<file path="config.mk">
export PLATFORM = sky130hd
export DESIGN_NAME = uart_cmd_sequencer
export DESIGN_NICKNAME = d
export VERILOG_FILES = /design/src/rtl/uart_cmd_sequencer.sv
export SDC_FILE = /design/constraint.sdc
export NUM_CORES = 1
export LEC_CHECK = 0
export ABC_CLOCK_PERIOD_IN_PS = 1700
export CAP_MARGIN = 40
export CORE_ASPECT_RATIO = 0.5
export CORE_MARGIN = 3
export CORE_UTILIZATION = 40
export CTS_BUF_LIST = sky130_fd_sc_hd__clkbuf_8
export CTS_CLUSTER_DIAMETER = 150
export DETAILED_ROUTE_END_ITERATION = 16
export PLACE_DENSITY = 0.78
export SYNTH_ARGS = -nofsm -noshare
export SYNTH_HDL_FRONTEND = slang
export SYNTH_SLANG_ARGS = --single-unit
export TNS_END_PERCENT = 10
</file>
<file path="constraint.sdc">
create_clock -name clk -period 1.7 [get_ports clk]
set_input_delay 0.17 -clock clk [delete_from_list [all_inputs] [get_ports clk]]
set_output_delay 0.17 -clock clk [all_outputs]
set_load 0.02 [all_outputs]
</file>
<file path="src/rtl/uart_cmd_sequencer.sv">
// rtl/uart_cmd_sequencer.sv - UART command assembly and response transmit sequencing
//
// Builds 16-bit host commands from pairs of received UART bytes, high byte
// first, and drops a half-received command if the low byte is late. Response
// bytes from the command processor are forwarded to the UART transmitter
// through one active slot plus a one-deep pending slot.
//
// Ports:
//   clk, rst        system clock, synchronous active-high reset
//   rx_rdy/rx_data  receiver byte available (level) and its data
//   clr_rx_rdy      combinational consume strobe back to the receiver
//   cmd/cmd_rdy     assembled command and its valid level
//   clr_cmd_rdy     processor has taken cmd
//   overrun         sticky: a command completed while cmd was still unconsumed
//   timeout         one-cycle pulse: partial command discarded
//   send_resp/resp  one-cycle request to transmit resp
//   tx_done         transmitter finished the active byte
//   trmt/tx_data    transmitter start pulse and byte to send
//   tx_busy         a byte is in flight or pending
//   resp_drop       one-cycle pulse: response lost because the pending slot was full

module uart_cmd_sequencer #(
  parameter int TIMEOUT = 52080
) (
  input  logic        clk,
  input  logic        rst,
  input  logic        rx_rdy,
  input  logic [7:0]  rx_data,
  output logic        clr_rx_rdy,
  output logic [15:0] cmd,
  output logic        cmd_rdy,
  input  logic        clr_cmd_rdy,
  output logic        overrun,
  output logic        timeout,
  input  logic        send_resp,
  input  logic [7:0]  resp,
  input  logic        tx_done,
  output logic        trmt,
  output logic [7:0]  tx_data,
  output logic        tx_busy,
  output logic        resp_drop
);

  localparam int CW = $clog2(TIMEOUT);
  localparam logic [CW-1:0] CNT_LOAD = CW'(TIMEOUT - 1);
  localparam logic [CW-1:0] CNT_ONE  = CW'(1);

  typedef enum logic {
    IDLE    = 1'b0,
    WAIT_LO = 1'b1
  } rx_state_t;

  rx_state_t       state;
  logic [7:0]      hi;
  logic [CW-1:0]   cnt;
  logic            pend_valid;
  logic [7:0]      pend_data;

  logic            cmd_complete;
  logic            cmd_accept;
  logic            tx_free;

  // Every state takes a byte the moment one is offered, so the consume strobe
  // is simply rx_rdy, held off while reset is abandoning work.
  assign clr_rx_rdy   = rx_rdy & ~rst;
  assign cmd_complete = (state == WAIT_LO) & rx_rdy;
  // A consume in the completion cycle frees the cmd register for the new command.
  assign cmd_accept   = ~cmd_rdy | clr_cmd_rdy;
  // Active slot is available if idle or being vacated this cycle.
  assign tx_free      = ~tx_busy | tx_done;

  always_ff @(posedge clk) begin
    if (rst) begin
      state   <= IDLE;
      hi      <= '0;
      cnt     <= '0;
      timeout <= 1'b0;
      cmd     <= '0;
      cmd_rdy <= 1'b0;
      overrun <= 1'b0;
    end else begin
      timeout <= 1'b0;
      case (state)
        IDLE: begin
          if (rx_rdy) begin
            hi    <= rx_data;
            cnt   <= CNT_LOAD;
            state <= WAIT_LO;
          end
        end
        WAIT_LO: begin
          // The byte is checked first so a byte arriving on expiry still counts.
          if (rx_rdy) begin
            state <= IDLE;
          end else if (cnt == '0) begin
            timeout <= 1'b1;
            hi      <= '0;
            state   <= IDLE;
          end else begin
            cnt <= cnt - CNT_ONE;
          end
        end
        default: state <= IDLE;
      endcase

      if (cmd_complete) begin
        if (cmd_accept) begin
          cmd     <= {hi, rx_data};
          cmd_rdy <= 1'b1;
          if (clr_cmd_rdy) overrun <= 1'b0;
        end else begin
          overrun <= 1'b1;
        end
      end else if (clr_cmd_rdy) begin
        cmd_rdy <= 1'b0;
        overrun <= 1'b0;
      end
    end
  end

  always_ff @(posedge clk) begin
    if (rst) begin
      tx_data    <= '0;
      trmt       <= 1'b0;
      tx_busy    <= 1'b0;
      resp_drop  <= 1'b0;
      pend_valid <= 1'b0;
      pend_data  <= '0;
    end else begin
      trmt      <= 1'b0;
      resp_drop <= 1'b0;
      if (pend_valid) begin
        // Pending slot full: any new response is lost even if tx_done frees
        // the active slot, because the pending byte claims it.
        if (send_resp) resp_drop <= 1'b1;
        if (tx_done) begin
          tx_data    <= pend_data;
          trmt       <= 1'b1;
          pend_valid <= 1'b0;
        end
      end else if (tx_free) begin
        if (send_resp) begin
          tx_data <= resp;
          trmt    <= 1'b1;
          tx_busy <= 1'b1;
        end else if (tx_done) begin
          tx_busy <= 1'b0;
        end
      end else if (send_resp) begin
        pend_data  <= resp;
        pend_valid <= 1'b1;
      end
    end
  end

endmodule

</file>
* Yosys cells after proc, flatten, opt, wreduce, memory -nomap -nowiden
Index checks and enable logic that the tools add are counted.
** Storage, ports and cells
- Logic and storage cells :: 76
- Input bits :: 22
- Register bits after elaboration :: 64
- Output and inout port bits :: 31
** Cells by class
- Eq/ne operators :: 6
- Mux-type cells :: 32
- Bitwise gates (word level) :: 10
- Add/subtract/negate cells :: 1
- Reductions and logical operators :: 14
** Operators with widths (number)
- 2-to-1 mux 8 bit :: 7
- 2-to-1 mux 16 bit :: 3
- case mux 16 bit (2 select lines) :: 1
- 2-to-1 mux 1 bit :: 19
- zero test 16 bit :: 1
- case mux 8 bit (2 select lines) :: 1
- subtractor 16 x 1 -> 16 bit, second input constant :: 1
- AND reduction 3 bit :: 5
- != test 2 bit, second input constant :: 4
- nonzero test 2 bit :: 4
- NOT 1 bit :: 6
- != test 2 x 1 -> 1 bit, second input constant :: 2
- AND reduction 2 bit :: 2
- OR reduction 3 bit :: 1
- AND 1 bit :: 2
- OR 1 bit :: 2
- case mux 1 bit (2 select lines) :: 1
- OR reduction 2 bit :: 1

* Longest topological paths before layout
- Depth in word-level cells :: 4
- Mapped depth :: 6
- Mapped depth without buffers :: 6

* Least setup slack after synthesis
OpenSTA, ideal clock, no wires.
- Path type :: register to register
- Start :: register cnt[0]
- End :: register cnt[14]
- Data arrival time :: 1.741 ns
- Cell stages (with the launch flop) :: 7
- Library setup time :: 0.074 ns
- Setup slack :: -0.116 ns
- Period minus slack after synthesis :: 1.816 ns
- Buffers on the path :: 0
- Required time :: 1.626 ns
- Cell sequence :: dfxtp_1 inv_1 ha_1 nor3b_2 o2111ai_1 or4_1 a31oi_1
** On the way
- Word-level cells in the longest chain between the ends :: 4
- Elaborated cells on any way between the ends :: 7
- Those cells by class :: add/sub (1); eq/ne (1); mux (3); reduce/logical (2)
** Ends and longest elaborated chain
- start, declared :: line 55 : logic [CW-1:0] cnt;
- start signal, assigned :: line 100 : cnt <= cnt - CNT_ONE;
- subtractor 16 x 1 -> 16 bit :: line 100
- 2-to-1 mux 16 bit :: line 95 : end else if (cnt == '0) begin
- 2-to-1 mux 16 bit :: line 93 : if (rx_rdy) begin
- case mux 16 bit (2 select lines) :: line 83 : case (state)
Several ways; a longest one is shown, not always the timed one. The select of a mux whose other input is x is not followed.
A chain may end at the register's enable or synchronous reset.

* Final worst setup path
- Start :: register cnt[0]
- End :: register cnt[13]
The elaborated chain is that of the path after synthesis.

==> metrics.sh <==
INITIALDRTVIOLATIONCOUNT=244
TOTAL_LEAKAGE_POWER_uW=0.00152
GRT_USAGE=0.204
SETUP-VIOLATIONS-FINAL=11
HOLD-WORST-SLACK_PS=267
SYNTH_ENABLE_FLOP_CELLS=0
FINAL.PERIOD_UTILIZATION=1.07
CORE_REGION_AREA_UM2=6310
GRT_SETUP_UNREPAIRED='yes'
MAIN_COMBINATIONAL_CELL_FAMILY_BY_AREA_AFTER_SYNTHESIS='simple AND/OR/NAND/NOR gates'
WIRE_LENGTH_OF_THE_FIRST_GLOBAL_ROUTING_PASS_UM=12500
MAPPEDNETLISTNETS=330
ROWS=20
LAYOUT-DRIVE-GT1-SHARE=0.275
SYN_TO_LAYOUT_AREA_DELTA_PCT=51.5
RUN_STATUS='finished, violations left'
VDD_IR_DROP_MAX_V=0.000510
SYNTHMOSTINSTANTIATEDCELL='sky130_fd_sc_hd__dfxtp_1'
PLACE.PORT_BUFFERS=52
CLK_LATENCY_PS=360
SYNTH_XOR_AREA_FRAC=0
FIRST_GLOBAL_VIAS=2728
TIMING.CRITICAL_PATH.FANOUT_MAX=3
POWER_uW=3960
DIE_AREA_UM2=7850
SETUP_SLACK_OF_THE_CRITICAL_PATH_AFTER_LAYOUT_PS=-111
IO-PIN-COUNT=53
CTS_ROOT_BUFFER='sky130_fd_sc_hd__clkbuf_8'
FP.DIEW_UM=122
DRC=0
FAILED_CHECKS='setup timing'
ANT_NETS=0
YS_TOP_CELLS_BY_AREA='sky130_fd_sc_hd__dfxtp_1, sky130_fd_sc_hd__mux2i_1, sky130_fd_sc_hd__nor2_1'
HOLD_PATH_CLASS='input pin to flip-flop'
SLEW_VIOLATIONS=0
SYN-CELL-AREA_UM2=2710
SETUP_TNS_PS=-609
MAXSLEWHEADROOM=0.715
WORSTSETUPSTARTPOINTTYPE='flip-flop'
WORST-ENDPOINT-REQUIRED_PS=1950
DIE_HEIGHT_UM=64.2
WORSTSETUPENDPOINT='cnt[13]'
YS_TYPES=53
CRITICAL_PATH.SLOWEST_CELL='sky130_fd_sc_hd__dfxtp_2'
PLACED_AREA_UM2=3610
CRIT_CELLS=8
WORSTPATHCELLLIST='buf_4 > nor4_4 > buf_4 > nand4_1 > buf_4 > buf_4 > and2_1 > o21ba_2'
REPLACE_CONGESTION=0.893
SYNTH.YOSYS.SEQ_AREA_SHARE=0.473
SYNTH_SIMPLE_GATE_AREA_FRAC=0.254
FINALHOLDVIOLCOUNT=0
CRITPATHCAPTURETYPE='flip-flop'
SYN_AREA_PER_CELL_UM2=8.82
PERIOD_MINUS_SLACK_PS=1810
DR_TOTAL_VIAS=2760
DETAIL_ROUTE.FIRST_PASS.ITERATIONS=4
FLOORPLAN.INITIALDENSITY=0.429
CP.ARRIVAL_PS=2060
FINALNETCOUNT=433
NETLIST_INSTANCES=307
MAX_CAP_VIOL_COUNT=0
POST_PLACE_SETUP_SLACK_PS=-283
REGTOREGSETUPSLACK_PS=-110
SYNTH_TOP_AREA_SHARE=0.473
CRITICAL_PATH_BUF_INV_COUNT=4
WORST_CASE_CLOCK_SKEW_PS=10.2
SLEW_AT_THE_PIN_CLOSEST_TO_ITS_MAX_SLEW_LIMIT_PS=424
CTS_TREE='built'
CLOCK_TREE.BUFFER_DEPTH=2
CRIT_TYPE='flip-flop to flip-flop'
SYNTH-ADDER-AREA-SHARE=0.00462
NETLIST.TOP_CELL.BY_AREA='sky130_fd_sc_hd__dfxtp_1'
FINALWIRELENGTH_UM=8180
CRITICAL_PATH.MAX_STAGE_DELAY_PS=350
CTS.SINKS=64
ANTENNA_CELLS=0
GLOBALROUTE.TOTALOVERFLOW=0
TIMING.CRITICAL_PATH.MODE_CELL='sky130_fd_sc_hd__buf_4'
SYNTH_COMPOUND_AREA_FRAC=0.166
WORST-R2R-CELL-COUNT=8
SYNTH_TOP_CELLS_BY_COUNT='sky130_fd_sc_hd__dfxtp_1, sky130_fd_sc_hd__nor2_1, sky130_fd_sc_hd__nand2_1, sky130_fd_sc_hd__a21oi_1, sky130_fd_sc_hd__mux2i_1'
POWER.DENSITY_CELL_AREA_nW_PER_UM2=966
SYNTH_TOP_FLOP_CELL='sky130_fd_sc_hd__dfxtp_1'
FFS_LATCHES_SYNTH=64
PATH_CLK_SLEW_PS=70
SYNTH.MUX.AREA_FRACTION=0.0670
FINAL_STD_CELL_AREA_NO_FILL_UM2=4100
ROUTEDWLPERCELL_UM=16.3
POSTSYNTH.ASYNCRESETSHARE=0
CTS-HTREE-LEVELS=3
PIN_COUNT_OF_THE_BIGGEST_NET_ENTERING_GLOBAL_ROUTING=18
R2R-END='cnt[13]'
CRIT_STARTPOINT='cnt[0]'
WORST_PATH_DOMINANT_CELL_FAMILY='buffers and inverters'
FMAX_GHz=0.552
R2R_START='cnt[0]'
ANTENNA_FOUND_INITIAL=0
CTS_BUFFERS=9
DP_HPWL_UM=5180
YOSYSWARNINGCOUNT=0
VIAS_PER_CELL=5.49
how the worst min path moves through the flow:
| stage | startpoint | to | cells after the start |
|---|---|---|---|
| after floorplan | clr_cmd_rdy | overrun | 1 |
| after global placement | cmd[1] | cmd[1] | 2 |
| after detailed placement | hi[6] | hi[6] | 2 |
| after CTS | rst | cmd[3] | 3 |
| after global routing | rx_rdy | cnt[4] | 2 |
| final | rx_rdy | cnt[4] | 2 |
flip-flops by register name (all words and copies together) (netlist names):
| register | flops |
|---|---|
| cmd | 16 |
| cmd_rdy | 1 |
| tx_data | 8 |
| resp_drop | 1 |
| overrun | 1 |
| pend_data | 8 |
| trmt | 1 |
| hi | 8 |
| timeout | 1 |
| tx_busy | 1 |
| cnt | 16 |
| pend_valid | 1 |
| state | 1 |
what timing repair did:
item | 4_1_cts | 5_1_grt
hold buffers | 0 | 0
pin swaps | 10 | 16
buffers inserted | 7 | 7
setup endpoints to repair | 22 | 26
resized for setup | 17 | 24
gates cloned | 0 | 0
routing by layer:
layer | vias to the layer above | wire (um) | global-route usage
li1 | 1313 | - | -
met1 | 1298 | 3250 | 0.217
met2 | 127 | 4060 | 0.362
met3 | 22 | 644 | 0.0813
met4 | 0 | 223 | 0.0795
met5 | - | 0 | 0
area by class of cell:
cell class / count / area, um2
flip-flops and latches: 64 / 1290
multi-input cells: 221 / 1490
clock inverters: 6 / 82.6
inverters: 4 / 20.0
clock buffers: 10 / 138
fillers: 508 / 2210
repair buffers: 110 / 968
well taps: 88 / 110
logic make-up after synthesis:
family	after synthesis
simple gates	134
compound gates	68
flops	64
buf+inv	22
mux	18
fa+ha+maj	1
cell usage in the layout, fill, tap and decap left out, types with 5 or more instances in the layout:
master / synthesis / routed
sky130_fd_sc_hd__clkbuf_8: 0 / 10
sky130_fd_sc_hd__o21ai_0: 8 / 6
sky130_fd_sc_hd__nor3_1: 15 / 14
sky130_fd_sc_hd__a31oi_1: 5 / 5
sky130_fd_sc_hd__or4_4: 3 / 5
sky130_fd_sc_hd__a211oi_1: 10 / 10
sky130_fd_sc_hd__nor2_1: 38 / 37
sky130_fd_sc_hd__clkdlybuf4s50_1: 0 / 49
sky130_fd_sc_hd__nand2_1: 37 / 37
sky130_fd_sc_hd__buf_4: 0 / 56
sky130_fd_sc_hd__mux2i_1: 17 / 17
sky130_fd_sc_hd__dfxtp_1: 64 / 60
sky130_fd_sc_hd__a21oi_1: 26 / 25
worst reg2reg max path: stages, from the launching register on:
cell and delay (ps):
sky130_fd_sc_hd__dfxtp_2 350, sky130_fd_sc_hd__buf_4 150, sky130_fd_sc_hd__nor4_4 150, sky130_fd_sc_hd__buf_4 180
sky130_fd_sc_hd__nand4_1 200, sky130_fd_sc_hd__buf_4 210, sky130_fd_sc_hd__buf_4 120, sky130_fd_sc_hd__and2_1 140
sky130_fd_sc_hd__o21ba_2 200
stage by stage:
step,std cells,util
final,503,0.650
after global routing,503,0.650
after detailed placement,473,0.573
after CTS,496,0.624
after floorplan,307,-
after global placement,473,0.573
power by group:
part / internal, uW / total, uW / leakage (uW) / switching, uW
Sequential: 1580 / 1660 / 0.000526 / 72.1
Combinational: 412 / 833 / 0.000884 / 421
Clock: 857 / 1470 / 0.000112 / 614
Total: 2850 / 3960 / 0.00152 / 1110
(Power assumes the default switching activity.)
